==> src/rtl/seq_mem_stream_loader.sv <==
// seq_mem_stream_loader: streams D0_SIZE*D1_SIZE words row-major into a seq_mem_d2, then hands the ports to main.
// Optional checksum output enabled by defining SEQ_MEM_LOADER_CHECKSUM_EN.
module seq_mem_stream_loader #(
  parameter int D0_SIZE     = 8,
  parameter int D1_SIZE     = 8,
  parameter int D0_IDX_SIZE = 4,
  parameter int D1_IDX_SIZE = 4,
  parameter int WIDTH       = 32
) (
  input  logic                   clk,
  input  logic                   reset,
  input  logic                   start,
  input  logic [WIDTH-1:0]       in_data,
  input  logic                   in_valid,
  output logic                   in_ready,
  output logic [D0_IDX_SIZE-1:0] mem_addr0,
  output logic [D1_IDX_SIZE-1:0] mem_addr1,
  output logic [WIDTH-1:0]       mem_write_data,
  output logic                   mem_write_en,
  output logic                   mem_read_en,
  input  logic                   mem_write_done,
  input  logic [D0_IDX_SIZE-1:0] main_addr0,
  input  logic [D1_IDX_SIZE-1:0] main_addr1,
  input  logic [WIDTH-1:0]       main_write_data,
  input  logic                   main_write_en,
  input  logic                   main_read_en,
  output logic                   go,
  input  logic                   main_done,
  output logic                   busy,
  output logic                   finished
`ifdef SEQ_MEM_LOADER_CHECKSUM_EN
  ,
  output logic [WIDTH-1:0]       checksum
`endif
);
  typedef enum logic [2:0] {IDLE, LOAD, WRITE, RUN, FIN} state_t;
  state_t state, nxt;
  logic [D0_IDX_SIZE-1:0] r;
  logic [D1_IDX_SIZE-1:0] c;
  logic [WIDTH-1:0] wdata;
  logic last_r, last_c;
  assign last_r = r == D0_IDX_SIZE'(D0_SIZE - 1);
  assign last_c = c == D1_IDX_SIZE'(D1_SIZE - 1);
  always_ff @(posedge clk or negedge reset)
    if (!reset) state <= IDLE;
    else state <= nxt;
  always_comb begin
    nxt = state;
    in_ready = 1'b0;
    go = 1'b0;
    finished = 1'b0;
    mem_addr0 = '0;
    mem_addr1 = '0;
    mem_write_data = '0;
    mem_write_en = 1'b0;
    mem_read_en = 1'b0;
    case (state)
      IDLE: nxt = start ? LOAD : IDLE;
      LOAD: begin
        in_ready = 1'b1;
        nxt = in_valid ? WRITE : LOAD;
      end
      WRITE: begin
        mem_addr0 = r;
        mem_addr1 = c;
        mem_write_data = wdata;
        mem_write_en = 1'b1;
        nxt = !mem_write_done ? WRITE : (last_r && last_c) ? RUN : LOAD;
      end
      RUN: begin
        go = 1'b1;
        mem_addr0 = main_addr0;
        mem_addr1 = main_addr1;
        mem_write_data = main_write_data;
        mem_write_en = main_write_en;
        mem_read_en = main_read_en;
        nxt = main_done ? FIN : RUN;
      end
      FIN: begin
        finished = 1'b1;
        nxt = IDLE;
      end
      default: nxt = IDLE;
    endcase
  end
  assign busy = state != IDLE;
  // Counters park at the last cell after the final write so they never exceed the array bounds.
  always_ff @(posedge clk or negedge reset)
    if (!reset) begin
      r <= '0;
      c <= '0;
      wdata <= '0;
    end else begin
      if (state == IDLE && start) begin
        r <= '0;
        c <= '0;
      end
      if (state == LOAD && in_valid) wdata <= in_data;
      if (state == WRITE && mem_write_done && !(last_r && last_c)) begin
        c <= last_c ? '0 : c + 1'b1;
        r <= last_c ? r + 1'b1 : r;
      end
    end
`ifdef SEQ_MEM_LOADER_CHECKSUM_EN
  always_ff @(posedge clk or negedge reset)
    if (!reset) checksum <= '0;
    else if (state == IDLE && start) checksum <= '0;
    else if (state == LOAD && in_valid) checksum <= checksum + in_data;
`endif
endmodule
==> config.mk <==
export PLATFORM = sky130hd
export DESIGN_NAME = seq_mem_stream_loader
export DESIGN_NICKNAME = d
export VERILOG_FILES = /design/src/rtl/seq_mem_stream_loader.sv
export SDC_FILE = /design/constraint.sdc
export NUM_CORES = 1
export LEC_CHECK = 0
export ABC_AREA = 1
export BUFFER_PORTS_ARGS = -buffer_cell sky130_fd_sc_hd__buf_2
export CORE_ASPECT_RATIO = 0.8
export CORE_MARGIN = 3
export CORE_UTILIZATION = 25
export CTS_CLUSTER_DIAMETER = 80
export CTS_CLUSTER_SIZE = 28
export DETAILED_ROUTE_END_ITERATION = 7
export PLACE_DENSITY = 0.52
export SETUP_SLACK_MARGIN = 0.1
export SYNTH_ARGS = -nofsm -noshare
export SYNTH_HDL_FRONTEND = slang
export SYNTH_SLANG_ARGS = --single-unit
==> constraint.sdc <==
create_clock -name clk -period 1.2 [get_ports clk]
set_clock_uncertainty 0.1 [all_clocks]
set_input_delay 0.18 -clock clk [delete_from_list [all_inputs] [get_ports clk]]
set_output_delay 0.18 -clock clk [all_outputs]
set_load 0.02 [all_outputs]
; ---- Word level (Yosys, flattened, before mapping)
; Cells that the tools add are included.
[word_totals]
wordCells = 42
ff_bits = 43
output_inout_bits = 46
inputBits = 80
[classes]
addsub = 2
n_eq_ne = 7
reduce_logical = 10
muxes = 19
[op_table]
columns = cell, n
row1 = $pmux 32 s2, 1
row2 = $mux 4, 5
row3 = $pmux 4 s2, 2
row4 = $pmux 3 s4, 1
row5 = $add 4x1->4 const B, 2
row6 = $eq 4x3->1 const B, 2
row7 = $eq 3x2->1 const B, 2
row8 = $mux 2, 3
row9 = $logic_and 1x1->1, 5
row10 = $mux 1, 5
row11 = $eq 3x1->1 const B, 1
row12 = $eq 3x3->1 const B, 1
row13 = $logic_not 3->1, 1
row14 = $mux 3, 1
row15 = $reduce_bool 3->1, 1
row16 = $ne 2x2->1 const B, 1
row17 = $pmux 1 s2, 1
row18 = $reduce_and 2->1, 1
row19 = $reduce_bool 2->1, 1
row20 = $logic_not 1->1, 1

; ---- Longest topological paths before layout
; Gate-level depths: netlist (run 1).
[depth]
ltp_word = 6
ltp_mapped = 8
mapped_depth_nobuf = 8

; ---- Worst setup path before layout (run 1)
; OpenSTA, ideal clock, no wires.
[synth_timing]
path_type = reg2out
start = register state[2]
end = output port mem_read_en
path_buffers = 1
t_arrival_ns = 1.324
setup_slack_ns = -0.404
stages_incl_launch_ff = 7
t_required_ns = 0.920
path_cell_list = dfrtp_1 -> inv_2 -> nand2_1 -> nor2_4 -> buf_2 -> inv_2 -> nor2_1
[synth_between]
elab_chain_cells = 2
[synth_lines]
columns = element, line
row1 = from (decl), 37  ; state_t state, nxt;
row2 = from (signal assigned), 46  ; else state <= nxt;
row3 = $eq 3x2->1, 57  ; case (state)
row4 = $mux 1, 57
row5 = to (decl), 20  ; output logic mem_read_en,
; No other way between the ends.

; ---- Worst setup path after layout (run 1)
[layout_timing]
start = register state[2]
end = output port mem_write_data[22]
[layout_between]
elab_chain_cells = 2
word_cells_on_any_way = 3
classes_between = eq/ne (2) / mux (1)
[layout_lines]
columns = element, line
row1 = $eq 3x2->1, 57
row2 = $pmux 32 s2 *, 57
row3 = to (decl), 18  ; output logic [WIDTH-1:0] mem_write_data,
; Mark *: on every way between the ends. The rest lies on a longest branch, timed or not.

==> results of run 1 <==
## state kept, by name, summed over array words and instances (netlist names)
name   flops
c          4
state      3
r          4
wdata     32
## kinds of logic after synthesis
| group | count (synthesis) | synth area share (%) |
|---|---|---|
| buffers and inverters | 32 | 6.019 |
| AOI/OAI and AO/OA | 46 | 15.51 |
| DFF | 43 | 46.64 |
| and+or+nand+nor | 154 | 29.61 |
| xor gates and xnor gates | 3 | 1.139 |
| adders and majority gates | 2 | 1.084 |
## final timing paths
| kind | cells after the start | slack, ns | endpoint | startpoint |
|---|---|---|---|---|
| max in group asynchronous | 3 | 0.48 | wdata[4]$_DFFE_PN0P_ | reset |
| max | 7 | -0.58 | mem_write_data[22] | state[2]$_DFF_PN0_ |
| max reg2reg | 9 | -0.42 | state[0]$_DFF_PN0_ | state[0]$_DFF_PN0_ |
| min reg2reg | 2 | 0.37 | wdata[1]$_DFFE_PN0P_ | wdata[1]$_DFFE_PN0P_ |
| min | 3 | 0.03 | wdata[14]$_DFFE_PN0P_ | in_data[14] |
| min in group asynchronous | 3 | 0.31 | r[3]$_DFFE_PN0P_ | reset |
## repair_timing
action,CTS,global route
pin swaps,13,10
hold buffers,1,0
cloned,2,5
setup buffers,9,5
resized for setup,134,38
setup endpoints to repair,89,89
endpoints found under the hold margin,43,0
## where the power goes
group,internal (uW),switching (uW)
clock,748,495
combinational,3370,3030
sequential,2060,468
## synthesized netlist by cell type, drive strengths merged
cell    count
clkbuf      4
nor3        1
nand4       2
ha          2
buf        13
xnor2       1
or2         1
nand2      90
nand3      49
inv        15
o21ai      12
xor2        2
nor2       10
a22o       34
dfrtp      43
nand3b      1
## worst min-delay path, stage by stage
cell and delay (ns):
buf_2 0.08, nand3_1 0.06, nand2_1 0.06
## layout make-up
type	instances	share of cell area, %
flip-flops and latches	43	23.21
multi-input cells	205	34.67
repair buffers	182	35.05
well taps	112	3.022
clock buffers	6	2.779
inverters	15	1.268
## per-layer routing
metal / wire [um] / share of wire [%]
met4: 87 / 0.99
met5: 0 / 0
met1: 3865 / 44
met2: 4261 / 49
met3: 557 / 6.4
## stage by stage
stage                     area (um^2)  hold WS (ns)
after detailed placement         3628       0.08018
after floorplan                  2666       -0.2156
after CTS                        4338       0.02464
final                            4637       0.03279
after global routing             4637       0.03846
after global placement           3628       0.07787
==> metrics.md, run 1 <==
| Metric | Value |
|---|---|
| Outcome | `finished, violations left` |
| Failing checks | `negative setup slack` |
| Cell accounting for the most synthesized area | `dfrtp_1` |
| Worst vdd ir | `0.9743 mV` |
| # nets final | `534` |
| H-tree depth | `2` |
| Layout Cells excl Fill | `563` |
| Gate Count Post-Synth | `280` |
| Port Buffers | `125` |
| Clk sinks | `43` |
| Die ar. | `10420 um^2` |
| Cell breakdown of the critical path | `inv_2 -> nand2_4 -> nor2_4 -> buf_6 -> buf_12 -> a22o_1 -> buf_6` |
| DR WL/cell | `15.58 um` |
| Global-route wire length before repair | `13.54 mm` |
| DRT antenna net count | `0` |
| Drt initial violations | `72` |
| Synth Cell Area | `2307 um^2` |
| Pins Over Slew Limit | `0` |
| Final setup fails | `89` |
| Worst min path class | `input port to flop` |
| Gpl congestion | `0.8208` |
| Worst setup path class | `flop to output pin` |
| Hpwl dp | `6.018 mm` |
| Layout cell share with drive strength beyond 1 | `59.87%` |
| Max_slew headroom | `84.02%` |
| Filler cells | `790` |
| Syn Nets | `362` |
| Sequential Area | `1076 um^2` |
| Final wirelength | `8.771 mm` |
| Crit-path most repeated cell | `buf_6` |
| Multi-input gate area | `1608 um^2` |
| PnR worst setup slack | `-0.5784 ns` |
| Global route overflow | `0` |
| Die X | `113.4 um` |
| Most common cell after layout, fill and taps aside | `buf_2` |
| Setup TNS | `-40.28 ns` |
| Num CTS Buffers | `5` |
| Ports | `126` |
| CP max FO | `7` |
| # diodes | `0` |
| Vias/cell | `4.654` |
| Largest stage delay, worst path | `0.38 ns` |
| Die height | `91.93 um` |
| Slowest-stage cell, CP | `dfrtp_1` |
| Met3 usage | `3.298%` |
| Synth unique cells | `24` |
| Layout area overhead | `101.0%` |
| Worst path top cell family by delay | `buffers and inverters` |
| Top-area cell type share of the netlist area | `46.64%` |
| Commonest non-fill, non-tap cells in the layout | `buf_2, nand2_1, buf_6, dfrtp_1, nand3_1` |
| Post-route clock period utilization | `148.2%` |
| GRT Total Usage | `16.12%` |
| Ys Warns | `0` |
| Core Area | `8746 um^2` |
| Met2 Use GR | `27.37%` |
| Pwr Density | `2192 nW/um^2` |
| Tmin final | `1.778 ns` |
| Place WS | `-0.2823 ns` |
| Total power | `10160 uW` |
| Largest cells by area after synthesis | `dfrtp_1, nand2_1, a22o_1, nand3_1, buf_2` |
| Starting Density | `26.38%` |
| RSZ-0062 raised after global routing | `yes` |
| Initial antenna violation count | `0` |
| Final hold violations | `0` |
| Worst-Skew Late Latency | `0.28 ns` |
| Worst path buffer plus inverter count | `4` |
| Worst endpoint required time | `0.92 ns` |
| CTS Root Cell | `clkbuf_16` |
| Achievable Freq | `562.3 MHz` |
| Post-route DRC | `0` |
| Slew @ Worst Pin | `0.2397 ns` |
| Number of global-route vias before repair | `2710` |
| Clock buffer depth | `2` |
| Post-synthesis area per instance | `8.240 um^2` |
| Clk slew on worst S/H paths | `0.06 ns` |
| Rows | `30` |
| First-pass DRT Iterations | `4` |
| Layout Utilization | `53.02%` |
| Largest net degree at the start of global routing | `44` |
| WP data arrival | `1.50 ns` |
| Crit end category | `output pin` |
| Via count | `2620` |
| Dpl cells | `538` |
| Register area share after synthesis | `46.64%` |
| CTS tree | `done` |
| #FFs+latches synth | `43` |
| Most Crowded Layer GR | `met2` |
| Met1 usage | `20.79%` |
| Element type at the critical path start | `flop` |
| Leak pwr | `0.002438 uW` |
| Max cap viols | `0` |
Power figures use the tool's default switching activity.
==> inputs of run 2 (changes only) <==
--- a/config.mk
+++ b/config.mk
@@ -10,11 +10,13 @@
 export CORE_ASPECT_RATIO = 0.8
 export CORE_MARGIN = 3
 export CORE_UTILIZATION = 25
+export CTS_BUF_LIST = sky130_fd_sc_hd__clkbuf_4 sky130_fd_sc_hd__clkbuf_8 sky130_fd_sc_hd__clkbuf_16
 export CTS_CLUSTER_DIAMETER = 80
 export CTS_CLUSTER_SIZE = 28
 export DETAILED_ROUTE_END_ITERATION = 7
-export PLACE_DENSITY = 0.52
+export PLACE_DENSITY = 0.5
 export SETUP_SLACK_MARGIN = 0.1
+export SLEW_MARGIN = 20
 export SYNTH_ARGS = -nofsm -noshare
 export SYNTH_HDL_FRONTEND = slang
 export SYNTH_SLANG_ARGS = --single-unit
==> constraint.sdc (replaced) <==
create_clock -name clk -period 2.2 [get_ports clk]
set_clock_uncertainty 0.1 [all_clocks]
set_input_delay 0.33 -clock clk [delete_from_list [all_inputs] [get_ports clk]]
set_output_delay 0.33 -clock clk [all_outputs]
set_load 0.02 [all_outputs]
==> metrics.md, run 2 (synthesis results as in run 1) <==
| Metric | Value |
|---|---|
| Worst setup path class | `flop to output pin` |
| WP data arrival | `1.59 ns (+0.09 ns)` |
| PnR worst setup slack | `0.1802 ns (+0.7586 ns)` |
| Place WS | `0.4154 ns (+0.6977 ns)` |
| Initial antenna violation count | `0 (unchanged)` |
| Starting Density | `26.38% (unchanged)` |
| # diodes | `0 (unchanged)` |
| Worst min path class | `input port to flop` |
| Die ar. | `10420 um^2 (unchanged)` |
| Cell breakdown of the critical path | `inv_2 -> nand2_1 -> nor2_4 -> buf_4 -> a22o_1 -> buf_2` |
| Worst hold start | `in_data[17]` |
| Final wirelength | `7.032 mm (-20%)` |
| Pwr Density | `1214 nW/um^2 (-45%)` |
| Hold depth | `3 (unchanged)` |
| Reg with most FFs | `wdata` |
| Worst path top cell family by delay | `buffers and inverters` |
| Die height | `91.93 um (unchanged)` |
| Rows | `30 (unchanged)` |
| Worst vdd ir | `0.5260 mV (-46%)` |
| Achievable Freq | `495.1 MHz` |
| Vias/cell | `4.551 (-2.2%)` |
| Layout area overhead | `41.00%` |
| Most common cell after layout, fill and taps aside | `buf_2` |
| DRT antenna net count | `0 (unchanged)` |
| Hpwl dp | `5.410 mm (-10%)` |
| Die X | `113.4 um (unchanged)` |
| RSZ-0062 raised after global routing | `yes` |
| Outcome | `complete, no violations` |
| Largest regs | `wdata x32, c x4, r x4` |
| Post-route clock period utilization | `91.81%` |
| Crit end category | `output pin` |
| Layout cell share with drive strength beyond 1 | `38.02% (-22 points)` |
| Layout Cells excl Fill | `517 (-8.2%)` |
| Max reg flops | `32 (unchanged)` |
| Tmin final | `2.020 ns` |
| GRT Total Usage | `13.79% (-2.3 points)` |
| Clk slew on worst S/H paths | `0.06 ns (about the same)` |
| RR Endpoint | `wdata[10]$_DFFE_PN0P_` |
| Max_slew headroom | `68.58% (-15 points)` |
| Setup TNS | `0 ns (+40.28 ns)` |
| CTS Root Cell | `clkbuf_16` |
| Num CTS Buffers | `5 (unchanged)` |
| Global-route wire length before repair | `11.72 mm (-13%)` |
| Pins Over Slew Limit | `0 (unchanged)` |
| Clk sinks | `43 (unchanged)` |
| Post-route DRC | `0 (unchanged)` |
| Drt initial violations | `119 (+65%)` |
| Global route overflow | `0 (unchanged)` |
| First-pass DRT Iterations | `4 (unchanged)` |
| Final hold violations | `0 (unchanged)` |
| Worst-Skew Late Latency | `0.27 ns (about the same)` |
| Fin area | `3253 um^2 (-30%)` |
| Number of global-route vias before repair | `2382 (-12%)` |
| Gpl congestion | `0.7670 (-6.6%)` |
| Depth of the most critical reg-to-reg path | `8 (-1)` |
| Dpl cells | `508 (-5.6%)` |
| # nets final | `486 (-9.0%)` |
| Worst endpoint required time | `1.77 ns (+0.85 ns)` |
| Hold path endpoint | `wdata[17]$_DFFE_PN0P_` |
| Element type at the critical path start | `flop` |
| CP max FO | `18 (+11)` |
| Clock buffer depth | `2 (unchanged)` |
| Filler cells | `931 (+18%)` |
| Final setup fails | `0 (-100%)` |
| Worst path buffer plus inverter count | `3 (-1)` |
| Via count | `2353 (-10%)` |
| Slew @ Worst Pin | `0.4712 ns (+0.2315 ns)` |
| Ports | `126 (unchanged)` |
| DR WL/cell | `13.60 um (-13%)` |
| Setup bufs post-CTS | `0 (-9)` |
| RR Startpoint | `state[0]$_DFF_PN0_` |
| CTS tree | `done` |
| Max cap viols | `0 (unchanged)` |
| Slowest-stage cell, CP | `dfrtp_1` |
| Placed instance area | `3063 um^2 (-16%)` |
| Leak pwr | `0.001826 uW (-25%)` |
| Core Area | `8746 um^2 (unchanged)` |
| Largest net degree at the start of global routing | `25 (-43%)` |
| Commonest non-fill, non-tap cells in the layout | `buf_2, nand2_1, nand3_1, dfrtp_1, a22o_1` |
| Port Buffers | `125 (unchanged)` |
| H-tree depth | `2 (unchanged)` |
| Largest stage delay, worst path | `0.40 ns (+0.02 ns)` |
| Worst R2R Setup Slack | `0.45 ns (+0.87 ns)` |
-- run 2: area by class of cell --
class                      instances  area, um^2  share of cell area, %
tap                              112       140.1                  4.308
timing repair buffer             134       728.2                  22.38
inverter                          15       56.30                  1.731
clock buffer                       8       160.2                  4.923
multi-input combinational        205        1092                  33.58
sequential                        43        1076                  33.08
-- run 2: worst min-delay path: cells and delay by family --
family / cells / cell delay [ns]
and+or+nand+nor: 2 / 0.12
buffers and inverters: 1 / 0.07
-- run 2: what timing repair did --
item,in CTS,in global routing
resized for setup,0,5
hold buffers,1,0
setup endpoints to repair,0,42
hold endpoints to repair,20,0
-- run 2: how the worst max path moves through the flow --
stage                       startpoint                  to  slack (ns)  cells after the start
floorplan           state[2]$_DFF_PN0_         mem_read_en        0.45                      6
global placement    state[2]$_DFF_PN0_        mem_addr1[0]        0.42                      7
detailed placement  state[2]$_DFF_PN0_        mem_addr1[0]        0.42                      7
CTS                 state[2]$_DFF_PN0_        mem_addr1[0]        0.11                      7
global route        state[2]$_DFF_PN0_        mem_addr1[2]        0.07                      7
finish              state[2]$_DFF_PN0_  mem_write_data[21]        0.18                      6
-- run 2: routing by layer --
| layer | up-vias | global-route usage (%) | share of wire [%] |
|---|---|---|---|
| met2 | 87 | 20.27 | 42 |
| met3 | 2 | 2.836 | 7.5 |
| met5 | - | 0 | 0 |
| li1 | 1201 | - | - |
| met1 | 1063 | 20.47 | 50 |
| met4 | 0 | 3.604 | 0.68 |
-- run 2: power breakdown --
| group | leakage, uW | switching (uW) | internal, uW |
|---|---|---|---|
| sequential | 0.000548 | 244 | 1120 |
| combinational | 0.00120 | 1130 | 673 |
| clock | 0.0000806 | 285 | 496 |
| total | 0.00183 | 1660 | 2290 |
-- run 2: stage by stage --
| stage | power [uW] | util, % | hold slack [ns] |
|---|---|---|---|
| after CTS | 3983 | 36.97 | 0.1769 |
| final | 3950 | 37.20 | 0.1849 |
| after global placement | 3155 | 35.02 | 0.2214 |
| after global routing | 4295 | 37.20 | 0.1868 |
| after detailed placement | 3189 | 35.02 | 0.2194 |
| after floorplan | 2569 | - | -0.06559 |
==> inputs of run 3 (changes only) <==
==> constraint.sdc (replaced) <==
create_clock -name clk -period 2.2 [get_ports clk]
set_clock_uncertainty 0.1 [all_clocks]
set_input_delay 0.33 -clock clk [delete_from_list [all_inputs] [get_ports clk]]
set_output_delay 0.33 -clock clk [all_outputs]
set_load 0.1 [all_outputs]
==> metrics.md, run 3 (synthesis results as in run 1) <==
| Metric | Value |
|---|---|
| Clk sinks | `43 (unchanged)` |
| Die X | `113.4 um (unchanged)` |
| Pwr Density | `1589 nW/um^2 (+31%)` |
| CTS tree | `done` |
| CTS Root Cell | `clkbuf_16` |
| Slew @ Worst Pin | `0.5245 ns (+0.05323 ns)` |
| Number of global-route vias before repair | `2417 (+1.5%)` |
| Pins Over Slew Limit | `0 (unchanged)` |
| Largest regs | `wdata x32, c x4, r x4` |
| RSZ-0062 raised after global routing | `yes` |
| Vias/cell | `4.733 (+4.0%)` |
| Global-route wire length before repair | `12.28 mm (+4.8%)` |
| Largest net degree at the start of global routing | `33 (+32%)` |
| Place WS | `0.3804 ns (-0.03498 ns)` |
| Outcome | `complete, no violations` |
| Port Buffers | `125 (unchanged)` |
| Global route overflow | `0 (unchanged)` |
| # diodes | `0 (unchanged)` |
| Reg with most FFs | `wdata` |
| Worst-Skew Late Latency | `0.28 ns (about the same)` |
| Worst hold start | `in_data[23]` |
| Core Area | `8746 um^2 (unchanged)` |
| Gpl congestion | `0.8437 (+10%)` |
| PnR worst setup slack | `0.1199 ns (-0.06025 ns)` |
| Max reg flops | `32 (unchanged)` |
| Tmin final | `2.080 ns (+0.06025 ns)` |
| Hpwl dp | `5.765 mm (+6.6%)` |
| Rows | `30 (unchanged)` |
| H-tree depth | `2 (unchanged)` |
| Worst min path class | `input port to flop` |
| Achievable Freq | `480.8 MHz (-2.9%)` |
| Die ar. | `10420 um^2 (unchanged)` |
| Fin area | `4264 um^2 (+31%)` |
| Cell breakdown of the critical path | `inv_2 -> nand2_4 -> nor2_4 -> buf_6 -> clkbuf_16 -> a22o_2 -> buf_12` |
| Placed instance area | `3796 um^2 (+24%)` |
| Via count | `2499 (+6.2%)` |
| DR WL/cell | `15.27 um (+12%)` |
| Element type at the critical path start | `flop` |
| Multi-input gate area | `1265 um^2 (+16%)` |
| Clock buffer depth | `2 (unchanged)` |
| Final setup fails | `0 (unchanged)` |
| Initial antenna violation count | `0 (unchanged)` |
| Sequential Area | `1077 um^2 (+0.12%)` |
| Worst setup path class | `flop to output pin` |
| Max_slew headroom | `65.03% (-3.5 points)` |
| Max cap viols | `0 (unchanged)` |
| Layout Utilization | `48.76% (+12 points)` |
| Ports | `126 (unchanged)` |
| Starting Density | `26.38% (unchanged)` |
| Final wirelength | `8.063 mm (+15%)` |
| First-pass DRT Iterations | `4 (unchanged)` |
| GRT Total Usage | `14.54% (+0.75 points)` |
| Depth of the most critical reg-to-reg path | `8 (unchanged)` |
| Most common cell after layout, fill and taps aside | `nand2_1` |
| Hold depth | `3 (unchanged)` |
| Post-route DRC | `0 (unchanged)` |
| Die height | `91.93 um (unchanged)` |
| Leak pwr | `0.002145 uW (+17%)` |
| Worst vdd ir | `0.8502 mV (+62%)` |
| Layout area overhead | `84.82%` |
| Setup TNS | `0 ns (unchanged)` |
| RR Startpoint | `state[0]$_DFF_PN0_` |
| Crit end category | `output pin` |
| Post-route clock period utilization | `94.55% (+2.7 points)` |
| Filler cells | `829 (-11%)` |
| CP max FO | `8 (-10)` |
| Clk slew on worst S/H paths | `0.06 ns (about the same)` |
| Worst endpoint required time | `1.77 ns (about the same)` |
| Final hold violations | `0 (unchanged)` |
| Drt initial violations | `119 (unchanged)` |
| Slowest-stage cell, CP | `dfrtp_1` |
| DRT antenna net count | `0 (unchanged)` |
| Commonest non-fill, non-tap cells in the layout | `nand2_1, buf_2, nand3_1, buf_12, dfrtp_1` |
| Num CTS Buffers | `5 (unchanged)` |
| # nets final | `497 (+2.3%)` |
| Largest stage delay, worst path | `0.40 ns (about the same)` |
| WP data arrival | `1.65 ns (+0.06 ns)` |
| Layout cell share with drive strength beyond 1 | `49.28% (+11 points)` |
| Worst Setup SP | `state[2]$_DFF_PN0_` |
| Total power | `6774 uW (+72%)` |
## run 3: what timing repair did
item	CTS	global route
hold buffers	1	0
endpoints found under the hold margin	21	0
setup buffers	0	8
pin swaps	0	2
gates resized for setup	2	25
gates cloned	0	3
endpoints found under the setup margin	23	42
## run 3: path summary, 6_finish.rpt
check	end	slack, ns
max	mem_write_data[0]	0.12
min	wdata[23]$_DFFE_PN0P_	0.19
max reg2reg	wdata[31]$_DFFE_PN0P_	0.37
min reg2reg	wdata[5]$_DFFE_PN0P_	0.38
max in group asynchronous	wdata[25]$_DFFE_PN0P_	0.86
min in group asynchronous	r[1]$_DFFE_PN0P_	0.46
## run 3: metrics by stage
stage | hold slack [ns] | std cells
floorplan | -0.06559 | 280
global placement | 0.2409 | 508
CTS | 0.1776 | 517
detailed placement | 0.2404 | 508
finish | 0.1856 | 528
global route | 0.1865 | 528
## run 3: cell type report
class	instances	share of cell area, %
timing repair buffer	145	36.71
multi-input combinational	205	29.67
sequential	43	25.26
clock buffer	8	3.756
tap	112	3.286
inverter	15	1.320
## run 3: power by group
part | internal (uW) | leakage, uW | switching, uW | total, uW
combinational | 1670 | 0.00152 | 2950 | 4620
sequential | 1120 | 0.000547 | 256 | 1380
clock | 495 | 0.0000806 | 281 | 776
## run 3: critical path: cells and delay by family, from the launching register on
kind / cells / cell delay (ns)
and+or+nand+nor: 2 / 0.23
buffers and inverters: 4 / 0.56
DFF: 1 / 0.40
AOI/OAI and AO/OA: 1 / 0.17
## run 3: layer usage
layer / vias up / part of all wire (%) / wire length (um) / global-route usage, %
met5: - / 0 / 0 / 0
met4: 0 / 0.78 / 63 / 3.504
met3: 5 / 6.7 / 544 / 3.430
met2: 92 / 46 / 3693 / 22.19
met1: 1177 / 47 / 3761 / 20.73
li1: 1225 / - / - / -
